### src/rtl/ppi_pkg.sv
// ppi_pkg: definitions shared by the PPI bus master and its phase timer.
//   - state_t       : FSM state encoding
//   - PORT_*/CTRL   : PPI register addresses
//   - CW_*          : control-word field positions (mode-set flag, BSR fields)
//   - T_MIN/T_MAX   : legal range of the phase-length parameters
//   - bsr_word/mode_word : helpers that assemble control words
package ppi_pkg;

   typedef enum logic [2:0] {
      ST_IDLE    = 3'd0,
      ST_SETUP   = 3'd1,
      ST_STROBE  = 3'd2,
      ST_HOLD    = 3'd3,
      ST_RECOVER = 3'd4
   } state_t;

   localparam logic [1:0] PORT_A = 2'd0;
   localparam logic [1:0] PORT_B = 2'd1;
   localparam logic [1:0] PORT_C = 2'd2;
   localparam logic [1:0] CTRL   = 2'd3;

   localparam int CW_MODE_SET_BIT = 7;
   localparam int CW_BSR_SEL_MSB  = 3;
   localparam int CW_BSR_SEL_LSB  = 1;
   localparam int CW_BSR_SR_BIT   = 0;

   localparam int T_MIN   = 1;
   localparam int T_MAX   = 15;
   localparam int TIMER_W = 4;

   // Bit set/reset word for port C: mode-set flag clear.
   function automatic logic [7:0] bsr_word(input logic [2:0] sel, input logic set);
      logic [7:0] w;
      w = '0;
      w[CW_BSR_SEL_MSB:CW_BSR_SEL_LSB] = sel;
      w[CW_BSR_SR_BIT]                 = set;
      return w;
   endfunction

   // Mode-definition word: mode-set flag forced high over the given fields.
   function automatic logic [7:0] mode_word(input logic [6:0] fields);
      logic [7:0] w;
      w = {1'b0, fields};
      w[CW_MODE_SET_BIT] = 1'b1;
      return w;
   endfunction

endpackage

### src/rtl/ppi_phase_timer.sv
// ppi_phase_timer: loadable down-counter that times one bus phase.
//   clk      : clock
//   rst      : synchronous active-high reset
//   load     : load load_val this edge (has priority over counting)
//   load_val : phase length minus one
//   zero     : counter has reached 0, i.e. current cycle is the last of the phase
module ppi_phase_timer
   import ppi_pkg::*;
(
   input  logic               clk,
   input  logic               rst,
   input  logic               load,
   input  logic [TIMER_W-1:0] load_val,
   output logic               zero
);

   logic [TIMER_W-1:0] count;

   // NOTE: sequential state uses non-blocking (<=) so every register samples
   // pre-edge values regardless of block evaluation order.
   always_ff @(posedge clk) begin
      if (rst)
         count <= '0;
      else if (load)
         count <= load_val;
      else if (count != '0)
         count <= count - 1'b1;
   end

   assign zero = (count == '0);

endmodule

### src/rtl/ppi_bus_master.sv
// ppi_bus_master: drives 8255-style PPI bus cycles for single-register
// read/write requests from internal logic.
//   CLK, RST          : clock, synchronous active-high reset
//   REQ, REQ_WR       : request strobe, 1 = write / 0 = read
//   REQ_ADDR, REQ_DATA: target register and write data
//   BUSY, DONE        : transaction in progress, one-cycle completion pulse
//   RD_DATA           : data captured by the last completed read
//   CS, RD, WR        : active-low chip select and strobes
//   A, D_OUT, D_OE    : address, outgoing data and its drive enable
//   D_IN              : data bus as seen at the pad
// Phase lengths T_SETUP / T_STROBE / T_HOLD are in cycles (1..15).
module ppi_bus_master
   import ppi_pkg::*;
#(
   parameter int T_SETUP  = 1,
   parameter int T_STROBE = 2,
   parameter int T_HOLD   = 1
) (
   input  logic       CLK,
   input  logic       RST,
   input  logic       REQ,
   input  logic       REQ_WR,
   input  logic [1:0] REQ_ADDR,
   input  logic [7:0] REQ_DATA,
   output logic       BUSY,
   output logic       DONE,
   output logic [7:0] RD_DATA,
   output logic       CS,
   output logic       RD,
   output logic       WR,
   output logic [1:0] A,
   output logic [7:0] D_OUT,
   output logic       D_OE,
   input  logic [7:0] D_IN
);

   if (T_SETUP < T_MIN || T_SETUP > T_MAX ||
       T_STROBE < T_MIN || T_STROBE > T_MAX ||
       T_HOLD < T_MIN || T_HOLD > T_MAX) begin : g_param_check
      $error("ppi_bus_master: phase length parameter outside 1..15");
   end

   localparam logic [TIMER_W-1:0] SETUP_LD  = TIMER_W'(T_SETUP - 1);
   localparam logic [TIMER_W-1:0] STROBE_LD = TIMER_W'(T_STROBE - 1);
   localparam logic [TIMER_W-1:0] HOLD_LD   = TIMER_W'(T_HOLD - 1);

   state_t               state;
   logic                 is_write;
   logic                 phase_last;
   logic                 timer_load;
   logic [TIMER_W-1:0]   timer_val;

   // The timer is reloaded on the same edge that enters each timed phase,
   // so its zero flag marks the last cycle of the phase now running.
   // NOTE: every always_comb output gets a default first, so no path can
   // leave it unassigned and infer a latch.
   always_comb begin
      timer_load = 1'b0;
      timer_val  = SETUP_LD;
      case (state)
         ST_IDLE: begin
            timer_load = REQ;
            timer_val  = SETUP_LD;
         end
         ST_SETUP: begin
            timer_load = phase_last;
            timer_val  = STROBE_LD;
         end
         ST_STROBE: begin
            timer_load = phase_last;
            timer_val  = HOLD_LD;
         end
         default: ;
      endcase
   end

   ppi_phase_timer u_timer (
      .clk      (CLK),
      .rst      (RST),
      .load     (timer_load),
      .load_val (timer_val),
      .zero     (phase_last)
   );

   // Outputs are registered: each transition sets the bus values that the
   // state being entered must present from the next cycle on.
   always_ff @(posedge CLK) begin
      if (RST) begin
         state    <= ST_IDLE;
         is_write <= 1'b0;
         CS       <= 1'b1;
         RD       <= 1'b1;
         WR       <= 1'b1;
         A        <= PORT_A;
         D_OUT    <= 8'h00;
         D_OE     <= 1'b0;
         BUSY     <= 1'b0;
         DONE     <= 1'b0;
         RD_DATA  <= 8'h00;
      end else begin
         DONE <= 1'b0;
         case (state)
            ST_IDLE: begin
               if (REQ) begin
                  state    <= ST_SETUP;
                  is_write <= REQ_WR;
                  A        <= REQ_ADDR;
                  CS       <= 1'b0;
                  D_OE     <= REQ_WR;
                  BUSY     <= 1'b1;
                  if (REQ_WR)
                     D_OUT <= REQ_DATA;
               end
            end
            ST_SETUP: begin
               if (phase_last) begin
                  state <= ST_STROBE;
                  RD    <= is_write;
                  WR    <= !is_write;
               end
            end
            ST_STROBE: begin
               if (phase_last) begin
                  state <= ST_HOLD;
                  RD    <= 1'b1;
                  WR    <= 1'b1;
                  // RD is still low on this edge, so the PPI is still driving.
                  if (!is_write)
                     RD_DATA <= D_IN;
               end
            end
            ST_HOLD: begin
               if (phase_last) begin
                  state <= ST_RECOVER;
                  CS    <= 1'b1;
                  D_OE  <= 1'b0;
                  DONE  <= 1'b1;
               end
            end
            ST_RECOVER: begin
               state <= ST_IDLE;
               BUSY  <= 1'b0;
            end
            default: state <= ST_IDLE;
         endcase
      end
   end

endmodule

### config.mk
export PLATFORM = sky130hd
export DESIGN_NAME = ppi_bus_master
export DESIGN_NICKNAME = d
export VERILOG_FILES = /design/src/rtl/ppi_pkg.sv /design/src/rtl/ppi_phase_timer.sv /design/src/rtl/ppi_bus_master.sv
export SDC_FILE = /design/constraint.sdc
export NUM_CORES = 1
export LEC_CHECK = 0
export ABC_AREA = 1
export BUFFER_PORTS_ARGS = -buffer_cell sky130_fd_sc_hd__buf_2
export CORE_ASPECT_RATIO = 1.75
export CORE_MARGIN = 2
export CORE_UTILIZATION = 44
export CTS_CLUSTER_DIAMETER = 150
export DETAILED_ROUTE_END_ITERATION = 6
export PLACE_DENSITY = 0.85
export SYNTH_ARGS = -nofsm -noshare
export SYNTH_HDL_FRONTEND = slang
export SYNTH_HIERARCHICAL = 1
export SYNTH_SLANG_ARGS = --single-unit
### constraint.sdc
create_clock -name CLK -period 1.6 [get_ports CLK]
set_input_delay 0.24 -clock CLK [delete_from_list [all_inputs] [get_ports CLK]]
set_output_delay 0.24 -clock CLK [all_outputs]
set_load 0.1 [all_outputs]
==> reports/qor.yml, run 1 <==
hold_path:
  hold_path_end: "RD_DATA[2]$_SDFFE_PP0P_"
  holdCritStartpoint: "D_IN[2]"
  whs_path_depth: 3
  min_path_type: "in2reg"
clock_network:
  worst_skew_pair.late_latency_ns: 0.28
  clock-sinks: 32
  cts.root.buffer_cell: "sky130_fd_sc_hd__clkbuf_8"
  cts-buffers-inserted: 5
  clk_path_buf_depth: 2
  htree_num_levels: 2
  worst_setup_hold_path_clk_slew_ns: 0.07
  postCtsHoldBufs: 0
  tritoncts_clock_tree: "done"
final_layout:
  leading_cell_types_in_the_layout_fill_and_taps_excluded: "sky130_fd_sc_hd__buf_2, sky130_fd_sc_hd__nand2_1, sky130_fd_sc_hd__dfxtp_1"
  syn2layout_area_growth_pct: 33.33
  net_total_in_the_final_layout: 261
  insertedDiodeCount: 0
  final_core_util_pct: 61.03
  design_area_um2: 1787
  most_common_cell_after_layout_fill_and_taps_aside: "sky130_fd_sc_hd__buf_2"
  drive_gt1_share_pct: 33.47
worst_setup_path:
  launching_element_type_of_the_critical_path: "flip-flop"
  worstPathMaxFanout: 5
  max_stage_delay_ns: 0.33
  worst-setup-path-type: "reg2reg"
  critPathBufInv: 2
  timing.critical_path.required_ns: 1.75
  path_common_cell: "sky130_fd_sc_hd__nand3_1"
  cell_chain_critical_path: "inv_2 -> ha_4 -> nand2_2 -> nor2_4 -> buf_4 -> nand4_1 -> nand3_1 -> nand3_1"
  crit_path_top_delay_cell: "sky130_fd_sc_hd__dfxtp_2"
  path_delay_family: "simple AND/OR/NAND/NOR gates"
  rr_startpoint: "u_timer/count[0]$_SDFFE_PP0P_"
  endpoint_class_of_the_critical_path: "flip-flop"
  r2r_cells: 8
  reg2reg_setup_slack_ns: 0.13
  cp.arrival_ns: 1.62
  worstReg2RegEnd: "CS$_SDFFE_PP1P_"
die:
  core_area_um2: 2928
  fp.dieArea_um2: 3520
  start_util_pct: 45.77
  die_height_um: 77.01
  die-width_um: 45.72
  ports: 46
  rows: 26
placed_design:
  numPortBuffers: 45
  finalWeightedCongestion: 0.9142
  detailedPlace.worstSlack_ns: 0.02002
  dp_hpwl_um: 2268
  detailed_place.area_um2: 1632
timing:
  final_critical_path_setup_slack_ns: 0.1252
  fin_worst_skew_ns: 0.009442
  ratio_of_final_minimum_period_to_clock_period_pct: 92.17
  timing.final.max_slew_violations: 0
  final_hold_viol_count: 0
  achievable-frequency_mhz: 678.1
  timing.final.crit_period_ns: 1.475
  rsz0062_at_grt: "false"
  setup_violations: 0
  post_route_setup_tns_ns: 0
synthesis:
  synth.mux.area_fraction_pct: 0
  synth_seq_area_share_pct: 47.81
  synth_flop_cell: "sky130_fd_sc_hd__dfxtp_1"
  synth_async_sr_flop_share_pct: 0
  synth-adder-area-share_pct: 0.9337
  netlist_instances: 181
  synth_area_per_cell_um2: 7.404
  synth.yosys.warnings: 6
  synth_area_in_compound_gates_pct: 10.83
  synth.distinct_cells: 21
  synth-edff-count: 0
  synth_simple_gate_area_share_pct: 33.24
  combinational_family_with_the_most_area_after_synthesis: "simple AND/OR/NAND/NOR gates"
  ys_seq_elements: 32
  xor_xnor_share_of_the_synthesized_area_pct: 0
  synth_area_um2: 1340
detailed_routing:
  average_wire_length_per_cell_after_detail_routing_um: 11.64
  routed_wl_um: 3108
  vias: 1354
  route.detailed.vias_per_inst: 5.071
  drt_drc_violations_left: 0
  drt.antenna.violating_nets: 0
  drt_first_iter_violations: 25
  detail_route.first_pass.iterations: 4
pwr:
  leakage_uw: 0.0008794
  switchingPower_uw: 2191
  power_frac_comb_pct: 54.8
  clkPwrFrac_pct: 19.1
  power_per_cell_area_nw_per_um2: 2439
  share_seq_of_total_power_pct: 26.1
  vdd_drop_max_uv: 1509
  power.share.switching_pct: 50.27
  p_int_uw: 2167
  post_layout_power_uw: 4358
global_route:
  grt_pass1_wl_um: 5092
  gr-usage-all-layers_pct: 19.39
  globalRouteOverflowTotal: 0
  grt_start_max_net_pins: 19
  antenna_found_initial: 0
  first_global_vias: 1251
run:
  timing.max_cap.violations: 0
run_status:
  outcome: "finished, final reports clean"
tightest hold or removal path, delay by kind of cell:
| kind | cells | cell delay (ns) |
|---|---|---|
| buffers and inverters | 1 | 0.07 |
| and+or+nand+nor | 2 | 0.12 |
power by group through the flow:
stage	logic (µW)	registers (µW)	clock network, µW
floorplan	1010	2000	0
global placement	2260	1150	0
detailed placement	2300	1150	0
CTS	2310	1130	850
global route	2590	1160	882
finish	2390	1140	832
flip-flops by register name, summed over array words and instances, names as in the netlist:
register and flops:
DONE 1, D_OE 1, CS 1, is_write 1
u_timer/count 4, RD_DATA 8, BUSY 1, state 3
D_OUT 8, A 2, WR 1, RD 1
metrics by stage:
| step | hold slack [ns] | cells |
|---|---|---|
| 2_1_floorplan | 0.3091 | 183 |
| 3_3_place_gp | 0.4394 | 258 |
| 3_5_place_dp | 0.4418 | 258 |
| 4_1_cts | 0.1842 | 266 |
| 5_1_grt | 0.1976 | 267 |
| 6_report | 0.1903 | 267 |
metal layers:
| layer | vias to the layer above | track usage, % | part of all wire (%) |
|---|---|---|---|
| met2 | 35 | 31.27 | 53 |
| met5 | - | 0 | 0 |
| met4 | 0 | 14.57 | 4.1 |
| met3 | 9 | 4.471 | 4.1 |
| li1 | 705 | - | - |
| met1 | 605 | 20.36 | 39 |
how the worst max path moves through the flow:
stage	start	to	slack, ns	cells past startpoint
after floorplan	u_timer/count[0]$_SDFFE_PP0P_	u_timer/count[3]$_SDFFE_PP0P_	0.02	10
after global placement	u_timer/count[0]$_SDFFE_PP0P_	u_timer/count[3]$_SDFFE_PP0P_	0.1	10
after detailed placement	u_timer/count[0]$_SDFFE_PP0P_	u_timer/count[3]$_SDFFE_PP0P_	0.02	10
after CTS	u_timer/count[0]$_SDFFE_PP0P_	u_timer/count[3]$_SDFFE_PP0P_	0.004	10
after global routing	state[1]$_SDFFE_PP0P_	u_timer/count[1]$_SDFFE_PP0P_	0.006	9
final	u_timer/count[0]$_SDFFE_PP0P_	CS$_SDFFE_PP1P_	0.13	8
synthesized netlist by cell type (2+ instances only):
cell                      number  area [µm²]
sky130_fd_sc_hd__nand2_1      36       135.1
sky130_fd_sc_hd__a21oi_1      18       90.09
sky130_fd_sc_hd__inv_1        11       41.29
sky130_fd_sc_hd__nand3_1      23       115.1
sky130_fd_sc_hd__dfxtp_1      32       640.6
sky130_fd_sc_hd__nor3_1        8       40.04
sky130_fd_sc_hd__o21ai_0      11       55.05
sky130_fd_sc_hd__inv_2         4       15.01
sky130_fd_sc_hd__nand4_1       3       18.77
sky130_fd_sc_hd__nor2_1       19       71.32
sky130_fd_sc_hd__buf_6         2       22.52
sky130_fd_sc_hd__nand2_2       4       25.02
sky130_fd_sc_hd__nor2_2        2       12.51
final cells by class:
cell class	count	area, µm²
Fill cell	268	1141
Sequential cell	32	641.9
Multi-Input combinational cell	131	641.9
Timing Repair Buffer	53	285.3
Clock buffer	7	96.34
Inverter	15	56.30
Tap cell	28	35.03
Clock inverter	1	30.03
kinds of logic after synthesis:
logic type / count (synthesis)
other cells: 1
simple gates: 98
fa+ha+maj: 1
compound gates: 29
buf+inv: 20
flops: 32
timing repair:
| item | in CTS | in global routing |
|---|---|---|
| gates resized for setup | 0 | 8 |
| setup endpoints to repair | 0 | 13 |
| buffers inserted | 0 | 1 |
Note: power is estimated with default switching activity, not from simulation.
==> run 2, diff against run 1 <==
- CORE_UTILIZATION: 44 -> 52
- PLACE_DENSITY: 0.85 -> 0.93
- clock period: 1.6 -> 1.9 ns (I/O delays scaled with it)
==> run 2 against run 1 <==
Compared with the run above:
- register-to-register slack gained 0.09 ns
- first-iteration DRC count grew 36%
- wire length rose by 1.0%
- global-route usage up 3.1 points
==> reports/qor.yml, run 2 (synthesis gave the netlist of run 1 again) <==
final_layout:
  insertedDiodeCount: 0
  top_regs: "D_OUT: 8 flops, RD_DATA: 8 flops, u_timer/count: 4 flops"
  syn2layout_area_growth_pct: 26.05
  design_area_um2: 1689
  fillers: 218
  net_total_in_the_final_layout: 257
  drive_gt1_share_pct: 28.51
  leading_cell_types_in_the_layout_fill_and_taps_excluded: "sky130_fd_sc_hd__buf_2, sky130_fd_sc_hd__nand2_1, sky130_fd_sc_hd__dfxtp_1"
  most_common_cell_after_layout_fill_and_taps_aside: "sky130_fd_sc_hd__buf_2"
die:
  start_util_pct: 54.42
  core_area_um2: 2462
  rows: 24
  fp.dieArea_um2: 3015
  die-width_um: 42.38
  die_height_um: 71.16
  ports: 46
pwr:
  power_per_cell_area_nw_per_um2: 1995
  leakage_uw: 0.0008397
  vdd_drop_max_uv: 1494
placed_design:
  finalWeightedCongestion: 0.8477
  numPortBuffers: 45
  dp_hpwl_um: 2321
  detailedPlace.worstSlack_ns: 0.2457
  detailed_place.area_um2: 1599
detailed_routing:
  detail_route.first_pass.iterations: 4
  vias: 1359
  routed_wl_um: 3139
  drt.antenna.violating_nets: 0
  drt_drc_violations_left: 0
  drt_first_iter_violations: 34
  route.detailed.vias_per_inst: 5.207
  average_wire_length_per_cell_after_detail_routing_um: 12.03
global_route:
  gr-usage-met2_pct: 41.37
  grt_util_met3_pct: 6.378
  gr-usage-all-layers_pct: 22.45
  grt_pass1_wl_um: 5230
  top_usage_layer: "met2"
  grt_start_max_net_pins: 20
  antenna_found_initial: 0
  first_global_vias: 1296
  globalRouteOverflowTotal: 0
  grtUsageMet1_pct: 22.03
worst_setup_path:
  rr_startpoint: "u_timer/count[0]$_SDFFE_PP0P_"
  worst-setup-path-type: "reg2reg"
  r2r_cells: 9
  cp.arrival_ns: 1.90
  worstPathMaxFanout: 9
  worstReg2RegEnd: "RD_DATA[3]$_SDFFE_PP0P_"
  critical_path.startpoint: "u_timer/count[0]$_SDFFE_PP0P_"
  reg2reg_setup_slack_ns: 0.21
  critical_path.endpoint: "RD_DATA[3]$_SDFFE_PP0P_"
  timing.critical_path.required_ns: 2.11
  endpoint_class_of_the_critical_path: "flip-flop"
  launching_element_type_of_the_critical_path: "flip-flop"
run:
  timing.max_cap.violations: 0
timing:
  ratio_of_final_minimum_period_to_clock_period_pct: 88.87
  setup_violations: 0
  achievable-frequency_mhz: 592.2
  rsz0062_at_grt: "false"
  final_critical_path_setup_slack_ns: 0.2114
  worst_hold_slack_ns: 0.2342
  post_route_setup_tns_ns: 0
  final_hold_viol_count: 0
  fin_worst_skew_ns: 0.006184
  timing.final.crit_period_ns: 1.689
  timing.final.max_slew_violations: 0
clock_network:
  ctsResizeCount: 0
  clock-sinks: 32
  cts.repair_timing.setup_buffer_count: 0
  cts.root.buffer_cell: "sky130_fd_sc_hd__clkbuf_8"
  clk_path_buf_depth: 2
  cts-buffers-inserted: 5
  htree_num_levels: 2
  worst_skew_pair.late_latency_ns: 0.28
  postCtsHoldBufs: 0
  worst_setup_hold_path_clk_slew_ns: 0.07
  tritoncts_clock_tree: "done"
hold_path:
  min_path_type: "in2reg"
run_status:
  outcome: "finished, final reports clean"
==> run 2: cell types whose count changed in the layout (fill, tap and decap cells not counted), sizes merged <==
cell    before  now
bufinv       1    0
clkbuf       7    8
buf         53   49
==> run 2: worst min-delay path by stage <==
stage                                from                             to  slack, ns  cells after the start
global placement    D_OUT[3]$_SDFFE_PP0P_          D_OUT[3]$_SDFFE_PP0P_       0.45                      2
detailed placement  D_OUT[1]$_SDFFE_PP0P_          D_OUT[1]$_SDFFE_PP0P_       0.45                      2
global route                      D_IN[1]        RD_DATA[1]$_SDFFE_PP0P_       0.25                      3
CTS                               D_IN[1]        RD_DATA[1]$_SDFFE_PP0P_       0.23                      3
floorplan                             RST  u_timer/count[0]$_SDFFE_PP0P_       0.35                      1
finish                            D_IN[1]        RD_DATA[1]$_SDFFE_PP0P_       0.23                      3
==> run 2: final cells by class <==
cell class	instances	area (µm²)	area share [%]
flip-flops and latches	32	640.6	37.93
multi-input cells	131	614.3	36.37
repair buffers	49	255.2	15.11
clock buffers	8	90.09	5.333
inverters	15	56.30	3.333
well taps	26	32.53	1.926
==> run 2: critical path: stages (launching register included) <==
cell and delay (ns):
sky130_fd_sc_hd__dfxtp_1 0.34, sky130_fd_sc_hd__inv_1 0.10, sky130_fd_sc_hd__ha_1 0.26, sky130_fd_sc_hd__nand2_1 0.09, sky130_fd_sc_hd__nor2_1 0.12, sky130_fd_sc_hd__buf_4 0.15, sky130_fd_sc_hd__nand2_2 0.13, sky130_fd_sc_hd__nor2_4 0.20
sky130_fd_sc_hd__o21ai_0 0.10, sky130_fd_sc_hd__nor2_1 0.11
==> run 2: report_power, final <==
part	total (µW)	internal, µW	leakage [µW]	switching (µW)
Sequential	957	839	0.000262	118
Combinational	1890	439	0.000532	1450
Clock	527	295	0.0000455	232
==> run 2: routing by layer <==
metal  wire (µm)  vias up  share of wire, %
met4          70        0               2.2
met2        1718       35                55
met3         126        6               4.0
met5           0        -                 0
met1        1225      618                39
li1            -      700                 -
==> run 2: stage by stage <==
step / total power (µW) / util, % / cells
after global routing: 3579 / 68.60 / 261
after global placement: 2805 / 64.94 / 253
after floorplan: 2514 / - / 183
after detailed placement: 2844 / 64.94 / 253
final: 3369 / 68.60 / 261
after CTS: 3372 / 68.60 / 261
